[src/rtl/seq_comparator.sv]
// Bit-serial magnitude comparator: walks the captured operands MSB first,
// one bit per clock, and reports gt/lt/eq with a one-cycle done pulse.
// Supports unsigned and two's-complement operands and an optional early
// exit on the first differing bit.
module seq_comparator #(
    parameter int WIDTH      = 8,
    parameter int EARLY_EXIT = 1
) (
    input  logic             clk,
    input  logic             reset,
    input  logic             start,
    input  logic             signed_mode,
    input  logic [WIDTH-1:0] A,
    input  logic [WIDTH-1:0] B,
    output logic             busy,
    output logic             done,
    output logic             gt,
    output logic             lt,
    output logic             eq
);

    localparam int IDX_W = (WIDTH > 1) ? $clog2(WIDTH) : 1;
    localparam logic [IDX_W-1:0] IDX_MSB = IDX_W'(WIDTH - 1);

    typedef enum logic [1:0] {
        IDLE = 2'd0,
        RUN  = 2'd1,
        DONE = 2'd2
    } state_t;

    state_t            state_reg, state_next;
    logic [WIDTH-1:0]  a_reg, a_next;
    logic [WIDTH-1:0]  b_reg, b_next;
    logic              signed_reg, signed_next;
    logic [IDX_W-1:0]  idx_reg, idx_next;
    logic              greater_reg, greater_next;
    logic              less_reg, less_next;
    logic              gt_reg, gt_next;
    logic              lt_reg, lt_next;
    logic              eq_reg, eq_next;

    // Per-bit views of the captured operands: where they differ, and
    // whether A wins at that position. The sign bit's winner is inverted
    // in signed mode, since a set sign bit means a smaller value.
    logic [WIDTH-1:0]  diff_vec;
    logic [WIDTH-1:0]  a_wins_vec;

    genvar gi;
    generate
        for (gi = 0; gi < WIDTH; gi++) begin : g_bit
            assign diff_vec[gi] = a_reg[gi] ^ b_reg[gi];
            if (gi == WIDTH - 1) begin : g_sign
                assign a_wins_vec[gi] = a_reg[gi] ^ signed_reg;
            end else begin : g_mag
                assign a_wins_vec[gi] = a_reg[gi];
            end
        end
    endgenerate

    logic found_now;
    logic greater_upd;
    logic less_upd;

    // Next-state logic: operand capture on accept, one bit per RUN cycle.
    always_comb begin
        state_next   = state_reg;
        a_next       = a_reg;
        b_next       = b_reg;
        signed_next  = signed_reg;
        idx_next     = idx_reg;
        greater_next = greater_reg;
        less_next    = less_reg;
        gt_next      = gt_reg;
        lt_next      = lt_reg;
        eq_next      = eq_reg;
        found_now    = 1'b0;
        greater_upd  = greater_reg;
        less_upd     = less_reg;

        case (state_reg)
            IDLE, DONE: begin
                if (state_reg == DONE) begin
                    state_next = IDLE;
                end
                if (start) begin
                    a_next       = A;
                    b_next       = B;
                    signed_next  = signed_mode;
                    idx_next     = IDX_MSB;
                    greater_next = 1'b0;
                    less_next    = 1'b0;
                    state_next   = RUN;
                end
            end
            RUN: begin
                // Only the first differing bit decides; flags are sticky.
                if (diff_vec[idx_reg] && !greater_reg && !less_reg) begin
                    found_now   = 1'b1;
                    greater_upd = a_wins_vec[idx_reg];
                    less_upd    = !a_wins_vec[idx_reg];
                end
                greater_next = greater_upd;
                less_next    = less_upd;
                if (idx_reg == '0 || (EARLY_EXIT != 0 && found_now)) begin
                    state_next = DONE;
                    gt_next    = greater_upd;
                    lt_next    = less_upd;
                    eq_next    = !(greater_upd || less_upd);
                end else begin
                    idx_next = idx_reg - IDX_W'(1);
                end
            end
            default: begin
                state_next = IDLE;
            end
        endcase
    end

    // State and result registers; reset overrides any comparison in flight.
    always_ff @(posedge clk) begin
        if (reset) begin
            state_reg   <= IDLE;
            a_reg       <= '0;
            b_reg       <= '0;
            signed_reg  <= 1'b0;
            idx_reg     <= IDX_MSB;
            greater_reg <= 1'b0;
            less_reg    <= 1'b0;
            gt_reg      <= 1'b0;
            lt_reg      <= 1'b0;
            eq_reg      <= 1'b1;
        end else begin
            state_reg   <= state_next;
            a_reg       <= a_next;
            b_reg       <= b_next;
            signed_reg  <= signed_next;
            idx_reg     <= idx_next;
            greater_reg <= greater_next;
            less_reg    <= less_next;
            gt_reg      <= gt_next;
            lt_reg      <= lt_next;
            eq_reg      <= eq_next;
        end
    end

    assign busy = (state_reg == RUN);
    assign done = (state_reg == DONE);
    assign gt   = gt_reg;
    assign lt   = lt_reg;
    assign eq   = eq_reg;

endmodule

[config.mk]
export PLATFORM = sky130hd
export DESIGN_NAME = seq_comparator
export DESIGN_NICKNAME = d
export VERILOG_FILES = /design/src/rtl/seq_comparator.sv
export SDC_FILE = /design/constraint.sdc
export NUM_CORES = 1
export LEC_CHECK = 0
export CORE_UTILIZATION = 45
export CTS_CLUSTER_DIAMETER = 120
export DETAILED_ROUTE_END_ITERATION = 10
export PLACE_DENSITY = 0.71
export SKIP_LAST_GASP = 1
export SYNTH_ARGS = -nofsm -noshare
export SYNTH_HDL_FRONTEND = slang
export SYNTH_SLANG_ARGS = --single-unit
export TNS_END_PERCENT = 20
[constraint.sdc]
create_clock -name clk -period 2.3 [get_ports clk]
set_input_delay 0.345 -clock clk [delete_from_list [all_inputs] [get_ports clk]]
set_output_delay 0.345 -clock clk [all_outputs]
set_load 0.02 [all_outputs]
# Word-level counts from Yosys, hierarchy flattened
# Index checks and enable logic that the tools add are counted.
# classes
addsub	1
n_lt_le_gt_ge	1
reduce_logical	17
eq_ne	6
n_bitwise	9
mux	20
# ops
cell	n
two-way mux 1 bit	9
bitwise XOR 1 bit	9
AND reduction 2 bit	4
binary-select mux 1 bit (select 3 bit)	2
two-way mux 2 bit	3
two-way mux 3 bit	2
case mux 3 bit (2 select lines)	1
zero test 1 bit	4
< comparator 3 x 4 -> 1 bit, second input constant	1
inequality test 2 bit, second input constant	2
case mux 1 bit (2 select lines)	2
case mux 2 bit (2 select lines)	1
zero test 3 bit	1
inequality test 3 bit, second input constant	1
AND reduction 3 bit	1
subtractor 3 x 1 -> 3 bit, second input constant	1
== test 2 x 1 -> 1 bit, second input constant	1
== test 2 bit, second input constant	1
logical AND 1 bit	2
zero test 2 bit	1
logical OR 1 bit	2
inequality test 2 x 1 -> 1 bit, second input constant	1
nonzero test 2 bit	1
OR reduction 2 bit	1
# totals
in_bits	20
ff_bits	27
wordCells	64

# Logic depth before layout (Yosys ltp)
# Gate-level depths: netlist of run 1.
# depth
word_depth	10
mapped_depth	6
mapped_depth_nobuf	6

# Worst setup path before layout of run 1
# OpenSTA, ideal clock, no wires.
# synth_path
path_kind	reg2reg
from	register idx_reg[0]
to	register idx_reg[1]
path_slack_ns	0.471
arrival_ns	1.707
period_less_slack_ns	1.829
stages_incl_launch_ff	6
n_path_buf	0
setup_time_ns	0.122
cell_sequence	dfxtp_1 > inv_2 > mux4_2 > or4_4 > a311oi_1 > o21ai_1
# synth_via
elab_chain_cells	9
elab_cells_between_ends	13
# synth_lines
element	line	rtl
start, declared	35	logic [IDX_W-1:0] idx_reg, idx_next;
start signal, assigned	137	idx_reg <= idx_next;
binary-select mux 1 bit (select 3 bit)	97	if (diff_vec[idx_reg] && !greater_reg && !less_reg) begin
two-way mux 1 bit (not written as such)	97	
logical AND 1 bit (2 in a row)	97	
two-way mux 1 bit	97	
two-way mux 1 bit	80	case (state_reg)
logical OR 1 bit	104	if (idx_reg == '0 || (EARLY_EXIT != 0 && found_now)) begin
inequality test 2 bit (no source line)	-	
AND reduction 3 bit (no source line)	-	
# Parallel ways exist; a longest one is shown, timed or not. The select of a mux whose other input is x is not followed.
# A chain may end at the register's enable or synchronous reset.

# Final worst setup path of run 1
# layout_path
from	register state_reg[0]
to	output port busy
# layout_via
elab_chain_cells	1
# layout_lines
element	line	rtl
start, declared	31	state_t state_reg, state_next;
start signal, assigned	133	state_reg <= state_next;
== test 2 x 1 -> 1 bit	146	assign busy = (state_reg == RUN);
end, declared	15	output logic busy,
# Every way passes these cells.

==> impl_metrics.yaml, run 1 <==
synthesis:
  synth-edff-count: 0
  ys_seq_elements: 27
  synth_area_leader_cell: "dfxtp_1"
  synth.distinct_cells: 37
  synth.avg_cell_area_um2: 8.67
  synthCells: 149
  synth.cell_area_um2: 1290
  synthTopCellsByArea: "dfxtp_1, nand2_1, a21oi_1"
  dominantRegCellSynth: "dfxtp_1"
  synthArstFlopShare: 0
  synth_warnings: 0
  synth_top_area_frac: 0.418
  synth_nets: 171
  seq_area_frac_synth: 0.418
pwr:
  finalPower_uw: 940
  p_sw_frac: 0.284
  power.internal_uw: 673
  vdd_ir_drop_max_v: 0.000384
  seq_power_share: 0.556
  power_switching_uw: 267
  powerDensity_nw_per_um2: 588
  combPwrFrac: 0.225
  clockPowerShare: 0.219
  power.leakage_nw: 0.614
worst_hold_path:
  worstHoldPathType: "flip-flop to flip-flop"
timing:
  period_needed_ns: 2.04
  grt_setup_unrepaired: "no"
  fin_crit_sh: 0.889
  setup_tns_ns: 0
  hold_violations: 0
  setup_viol: 0
  worst_clock_skew_ns: 0.00730
  fmax_mhz: 489
  drv_slew: 0
  maxSlewHeadroom: 0.720
  tightest_slew_ns: 0.408
detailed_routing:
  firstDrtPassIters: 4
  routed_wl_mm: 2.68
  drcViolationCount: 0
  via_per_inst: 5.45
  vias: 1118
  routedWlPerCell_um: 13.1
  ant_nets: 0
  drt_iter0_drc: 18
floorplan:
  initial_core_util: 0.473
  fp.dieW_um: 55.6
  die_height_um: 55.6
  dieArea_um2: 3090
  core_area_um2: 2730
  io_pins: 25
  num_rows: 19
global_routing:
  grt_first_pass_wirelength_mm: 4.84
  grt_util_all_layers: 0.197
  grt_max_degree: 21
  overflow: 0
  antenna_found_initial: 0
  grt_pass1_vias: 1077
clock_tree:
  path_clk_slew_ns: 0.15
  cts_buffer_depth: 2
  ctsResizeCount: 0
  post-cts-setup-buffers: 0
  cts_tree: "done"
  cts.sinks: 27
  cts_hold_buf: 0
  cts-buffers-inserted: 3
  htree_levels: 1
  clkLatencyLatePin_ns: 0.33
  root_buffer: "clkbuf_4"
worst_setup_path:
  crit_family: "buffers and inverters"
  cp_cell_sequence: "nand2b_1 > inv_1 > clkdlybuf4s50_1"
  path_max_fanout: 7
  slowest_delay_ns: 0.64
  end_kind: "output port"
  cpMaxStageDelayCell: "clkdlybuf4s50_1"
  critPathLaunchType: "flip-flop"
  cp_data_arrival_time_ns: 1.70
  path_buf_inv: 2
  worstSetupPathType: "flip-flop to output port"
  required_ns: 1.96
final_layout:
  n_antenna_cell: 0
  fillCellCount: 265
  drive_gt1_frac: 0.0690
  area_growth_pct: 23.7
  nNetsFinal: 197
  seqCellArea_um2: 541
  multi_input_area_um2: 711
placed_design:
  dp_hpwl_mm: 2.05
  gp_congestion: 0.859
  port_buffers: 24
status:
  status: "finished clean"
run:
  drv_cap: 0
routing by layer:
layer  part of all wire  global-route usage  up-vias  wire length (um)
met5                  0                   0        -                 0
met4              0.013              0.0786        0                34
met3              0.035              0.0209        4                94
met2               0.50               0.343       24              1350
met1               0.45               0.249      516              1210
li1                   -                   -      574                 -
area by class of cell:
class | count | share of cell area
clock buffer | 3 | 0.0141
multi-input combinational | 111 | 0.444
tap | 31 | 0.0243
sequential | 27 | 0.338
timing repair buffer | 27 | 0.164
inverter | 5 | 0.0117
clock inverter | 1 | 0.00313
cell usage after synthesis, drive strengths merged, types with 2 or more instances:
cell / number
nor2b: 2
nand2b: 2
mux4: 4
a31oi: 3
o21ai: 2
nor2: 2
mux2i: 2
inv: 4
nand3: 3
dfxtp: 27
ha: 2
clkbuf: 6
xnor2: 8
nand2: 36
nor3: 3
a311oi: 2
o31ai: 2
a21oi: 23
logic make-up (layout without fill, tap and decap cells):
group | count (synthesis) | in the layout | share of synthesized area
muxes | 7 | 7 | 0.103
AOI/OAI and AO/OA | 38 | 38 | 0.172
xor gates and xnor gates | 9 | 9 | 0.0610
buffers and inverters | 11 | 36 | 0.0319
adders and majority gates | 2 | 2 | 0.0194
DFF | 27 | 27 | 0.418
and+or+nand+nor | 55 | 55 | 0.195
cell usage in the layout, fill, tap and decap left out, types with 2 or more instances in the layout:
cell type	netlist	routed
nor2b_1	2	2
ha_1	2	2
nor2_1	2	2
xnor2_1	8	8
inv_1	3	3
nor3_1	3	3
o31ai_1	2	2
clkdlybuf4s50_1	0	24
clkbuf_4	0	3
a311oi_1	2	2
a31oi_1	3	3
buf_4	0	3
mux2i_1	2	2
mux4_1	3	3
dfxtp_1	27	27
nand3_1	3	3
nand2b_1	2	2
nand2_1	36	36
a21oi_1	23	23
path summary, 6_finish.rpt:
| check | startpoint | end | slack (ns) | depth (start not counted) |
|---|---|---|---|---|
| setup / recovery | state_reg[0] | busy | 0.26 | 3 |
| hold / removal | b_reg[3] | b_reg[3] | 0.48 | 2 |
| setup reg to reg | idx_reg[0] | idx_reg[2] | 0.27 | 5 |
| hold reg to reg | b_reg[3] | b_reg[3] | 0.48 | 2 |
worst min-delay path, stage by stage (launching register included):
cell and delay [ns]:
dfxtp_1 0.35, nand2_1 0.05, a21oi_1 0.05
per-stage QoR:
stage          setup slack [ns]  hold slack [ns]   util  area (um^2)  cells
6_report                  0.255            0.478  0.585         1600    205
3_3_place_gp              0.385            0.459  0.575         1570    201
2_1_floorplan             0.471            0.448      -         1290    149
3_5_place_dp              0.324            0.464  0.575         1570    201
4_1_cts                   0.242            0.484  0.585         1600    205
5_1_grt                   0.122            0.499  0.585         1600    205
power groups by stage:
stage	sequential, mW	clock (mW)	combinational [mW]
after global routing	0.528	0.236	0.236
after CTS	0.523	0.215	0.213
after global placement	0.532	0	0.208
after detailed placement	0.533	0	0.213
final	0.523	0.206	0.211
after floorplan	0.531	0	0.135
No activity file was read; power rests on OpenSTA's default activity.
==> inputs of run 2 (changes only) <==
--- a/config.mk
+++ b/config.mk
@@ -5,8 +5,10 @@
 export SDC_FILE = /design/constraint.sdc
 export NUM_CORES = 1
 export LEC_CHECK = 0
+export CORE_MARGIN = 4
 export CORE_UTILIZATION = 45
 export CTS_CLUSTER_DIAMETER = 120
+export CTS_CLUSTER_SIZE = 24
 export DETAILED_ROUTE_END_ITERATION = 10
 export PLACE_DENSITY = 0.71
 export SKIP_LAST_GASP = 1
==> run 2 against run 1 <==
Effect of this change: routed wire length rose by 5.9%; sequential power barely moved; maximum frequency rose by 0.48%; final cell count increased by 0.49%; cell area rose by 0.39%; sequential cell count stayed put; critical path type unchanged.
==> impl_metrics.yaml, run 2 (synthesis results as in run 1) <==
detailed_routing:
  drt_iter0_drc: 34
  vias: 1124
  drcViolationCount: 0
  via_per_inst: 5.46
  routedWlPerCell_um: 13.8
  ant_nets: 0
  routed_wl_mm: 2.84
  firstDrtPassIters: 4
timing:
  hold_violations: 0
  setup_tns_ns: 0
  tightest_slew_ns: 0.373
  drv_slew: 0
  period_needed_ns: 2.03
  fin_crit_sh: 0.885
  setup_viol: 0
  fmax_mhz: 491
  grt_setup_unrepaired: "no"
  worst_clock_skew_ns: 0.00312
  maxSlewHeadroom: 0.744
worst_setup_path:
  critPathLaunchType: "flip-flop"
  r2r_cells: 5
  reg2reg_slack_ns: 0.29
  r2r-start: "idx_reg[0]"
  worstSetupPathType: "flip-flop to output port"
  cp-endpoint: "busy"
  cp_data_arrival_time_ns: 1.69
  crit_start: "state_reg[0]"
  required_ns: 1.96
  path_max_fanout: 7
  end_kind: "output port"
  r2r_end: "idx_reg[2]"
clock_tree:
  cts-buffers-inserted: 3
  cts_hold_buf: 0
  post-cts-setup-buffers: 0
  root_buffer: "clkbuf_4"
  cts.sinks: 27
  htree_levels: 1
  ctsResizeCount: 0
  cts_tree: "done"
  path_clk_slew_ns: 0.14
  clkLatencyLatePin_ns: 0.32
  cts_buffer_depth: 2
global_routing:
  grt_util_all_layers: 0.167
  grt_first_pass_wirelength_mm: 4.77
  grt_max_degree: 20
  antenna_found_initial: 0
  grt_pass1_vias: 1089
  overflow: 0
floorplan:
  dieArea_um2: 3790
  io_pins: 25
  core_area_um2: 2760
  fp.dieW_um: 61.6
  initial_core_util: 0.469
  die_height_um: 61.6
  num_rows: 19
worst_hold_path:
  worstHoldPathType: "flip-flop to flip-flop"
pwr:
  vdd_ir_drop_max_v: 0.000357
  power.leakage_nw: 0.616
  powerDensity_nw_per_um2: 589
final_layout:
  n_antenna_cell: 0
  nNetsFinal: 198
  final_common_cell: "nand2_1"
  fillCellCount: 254
  drive_gt1_frac: 0.0686
  final_cell_mix: "nand2_1, dfxtp_1, clkdlybuf4s50_1"
  utilization: 0.582
  area_growth_pct: 24.2
placed_design:
  port_buffers: 24
  gp_congestion: 0.828
  dp_hpwl_mm: 2.18
status:
  status: "finished clean"
run:
  drv_cap: 0
-- run 2: how the worst min path moves through the flow --
stage / start / to / slack [ns] / depth (start not counted)
2_1_floorplan: signed_reg / signed_reg / 0.45 / 2
3_3_place_gp: b_reg[7] / b_reg[7] / 0.46 / 2
3_5_place_dp: b_reg[1] / b_reg[1] / 0.46 / 2
4_1_cts: b_reg[1] / b_reg[1] / 0.48 / 2
5_1_grt: b_reg[1] / b_reg[1] / 0.50 / 2
6_report: b_reg[1] / b_reg[1] / 0.48 / 2
-- run 2: power by group --
group          internal, mW  switching (mW)
Clock                0.0679           0.136
Combinational         0.112           0.107
Sequential            0.498          0.0246
-- run 2: final cells by class --
cell class                      count  area (um^2)  area share
Inverter                            5         18.8      0.0117
Tap cell                           31         38.8      0.0242
Timing Repair Buffer               28          270       0.168
Sequential cell                    27          541       0.337
Clock buffer                        4         26.3      0.0164
Multi-Input combinational cell    111          711       0.443
-- run 2: worst max-delay path, cell delays in order (launching register included) --
cell and delay, ns:
dfxtp_1 0.39, nand2b_1 0.14, inv_1 0.20, clkdlybuf4s50_1 0.64
-- run 2: layer usage --
metal  up-vias  global-route usage  part of all wire
li1        580                   -                 -
met1       515               0.210              0.45
met2        27               0.284              0.50
met3         2              0.0356             0.041
met4         0              0.0545            0.0046
met5         -                   0                 0
-- run 2: stage by stage --
step                instances  setup slack, ns  cell area, um^2  total power [mW]  hold WS [ns]
finish                    206            0.265             1610             0.945         0.481
global route              206            0.160             1610              1.00         0.496
CTS                       206            0.265             1610             0.952         0.480
detailed placement        202            0.339             1580             0.751         0.461
global placement          202            0.398             1580             0.744         0.458
floorplan                 149            0.471             1290             0.666         0.448
==> inputs of run 3 (changes only) <==
==> constraint.sdc (replaced) <==
create_clock -name clk -period 2.41 [get_ports clk]
set_input_delay 0.3615 -clock clk [delete_from_list [all_inputs] [get_ports clk]]
set_output_delay 0.3615 -clock clk [all_outputs]
set_load 0.02 [all_outputs]
==> run 3 against run 2 <==
Effect of this change: via count did not move; sequential power fell by 4.6%; clock skew fell by 0.00061 ns; global-route usage fell by 0.85 points; clock-buffer cell count did not move; core utilization fell by 0.27 points.
==> impl_metrics.yaml, run 3 (synthesis results as in run 1) <==
final_layout:
  n_antenna_cell: 0
  multi_input_area_um2: 711
  final_cell_mix: "nand2_1, dfxtp_1, clkdlybuf4s50_1"
  final_common_cell: "nand2_1"
  seqCellArea_um2: 541
  fillCellCount: 258
  area_growth_pct: 23.6
  stdcell_count: 205
  utilization: 0.579
  drive_gt1_frac: 0.0632
  nNetsFinal: 197
pwr:
  power.leakage_nw: 0.611
  powerDensity_nw_per_um2: 562
  vdd_ir_drop_max_v: 0.000363
timing:
  maxSlewHeadroom: 0.735
  fmax_mhz: 488
  period_needed_ns: 2.05
  hold_violations: 0
  tightest_slew_ns: 0.386
  fin_crit_sh: 0.850
  grt_setup_unrepaired: "no"
  setup_viol: 0
  worst_clock_skew_ns: 0.00251
  setup_tns_ns: 0
  drv_slew: 0
clock_tree:
  cts.sinks: 27
  cts-buffers-inserted: 3
  path_clk_slew_ns: 0.14
  htree_levels: 1
  post-cts-setup-buffers: 0
  cts_tree: "done"
  cts_hold_buf: 0
  clkLatencyLatePin_ns: 0.32
  cts_buffer_depth: 2
  root_buffer: "clkbuf_4"
  ctsResizeCount: 0
placed_design:
  port_buffers: 24
  dp.cells: 201
  gp_congestion: 0.836
  dp_hpwl_mm: 2.11
worst_hold_path:
  holdPathEnd: "b_reg[0]"
  worstHoldPathType: "flip-flop to flip-flop"
  hold_start: "b_reg[0]"
  hold_depth: 2
worst_setup_path:
  critPathLaunchType: "flip-flop"
  r2r_cells: 5
  crit_start: "state_reg[1]"
  path_max_fanout: 7
  r2r_end: "idx_reg[0]"
  worstSetupPathType: "flip-flop to output port"
  reg2reg_slack_ns: 0.41
  required_ns: 2.05
  end_kind: "output port"
  r2r-start: "idx_reg[0]"
  cp_data_arrival_time_ns: 1.69
detailed_routing:
  drcViolationCount: 0
  via_per_inst: 5.48
  routedWlPerCell_um: 13.4
  firstDrtPassIters: 4
  ant_nets: 0
  vias: 1124
  routed_wl_mm: 2.74
  drt_iter0_drc: 39
global_routing:
  overflow: 0
  antenna_found_initial: 0
  grt_pass1_vias: 1038
  grt_first_pass_wirelength_mm: 4.52
  grt_util_all_layers: 0.159
  grt_max_degree: 21
status:
  status: "finished clean"
floorplan:
  io_pins: 25
  num_rows: 19
  fp.dieW_um: 61.6
  core_area_um2: 2760
  die_height_um: 61.6
  initial_core_util: 0.469
  dieArea_um2: 3790
run:
  drv_cap: 0
[run 3: changes by cell type in the layout (fill, tap and decap cells not counted), sizes merged]
cell  before  now
buf        4    3
[run 3: through the flow]
| stage | area (um^2) | hold WS (ns) | power, mW | setup slack (ns) |
|---|---|---|---|---|
| after global routing | 1600 | 0.497 | 0.947 | 0.277 |
| after global placement | 1570 | 0.457 | 0.708 | 0.506 |
| after floorplan | 1290 | 0.448 | 0.635 | 0.581 |
| after detailed placement | 1570 | 0.461 | 0.712 | 0.440 |
| final | 1600 | 0.477 | 0.898 | 0.361 |
| after CTS | 1600 | 0.481 | 0.909 | 0.354 |
[run 3: worst max-delay path, stage by stage (launching register included)]
cell and delay (ns):
dfxtp_1 0.33, nand2b_1 0.20, inv_1 0.20, clkdlybuf4s50_1 0.64
[run 3: final cells by class]
class,count,share of cell area
multi-input combinational,111,0.445
sequential,27,0.338
timing repair buffer,27,0.164
tap,31,0.0243
clock buffer,4,0.0164
inverter,5,0.0117
[run 3: routing by layer]
metal  track usage  part of all wire
met4        0.0455            0.0051
met1         0.209              0.47
met5             0                 0
met2         0.263              0.48
met3        0.0314             0.041
[run 3: worst max-delay path by stage]
| stage | end | slack (ns) |
|---|---|---|
| floorplan | idx_reg[1] | 0.58 |
| global placement | idx_reg[0] | 0.51 |
| detailed placement | idx_reg[0] | 0.44 |
| CTS | busy | 0.35 |
| global route | busy | 0.28 |
| finish | busy | 0.36 |
[run 3: power by group]
group	leakage [nW]	internal, mW	total [mW]	switching [mW]
logic	0.375	0.105	0.203	0.0979
clock network	0.0150	0.0648	0.197	0.132
registers	0.221	0.475	0.498	0.0233
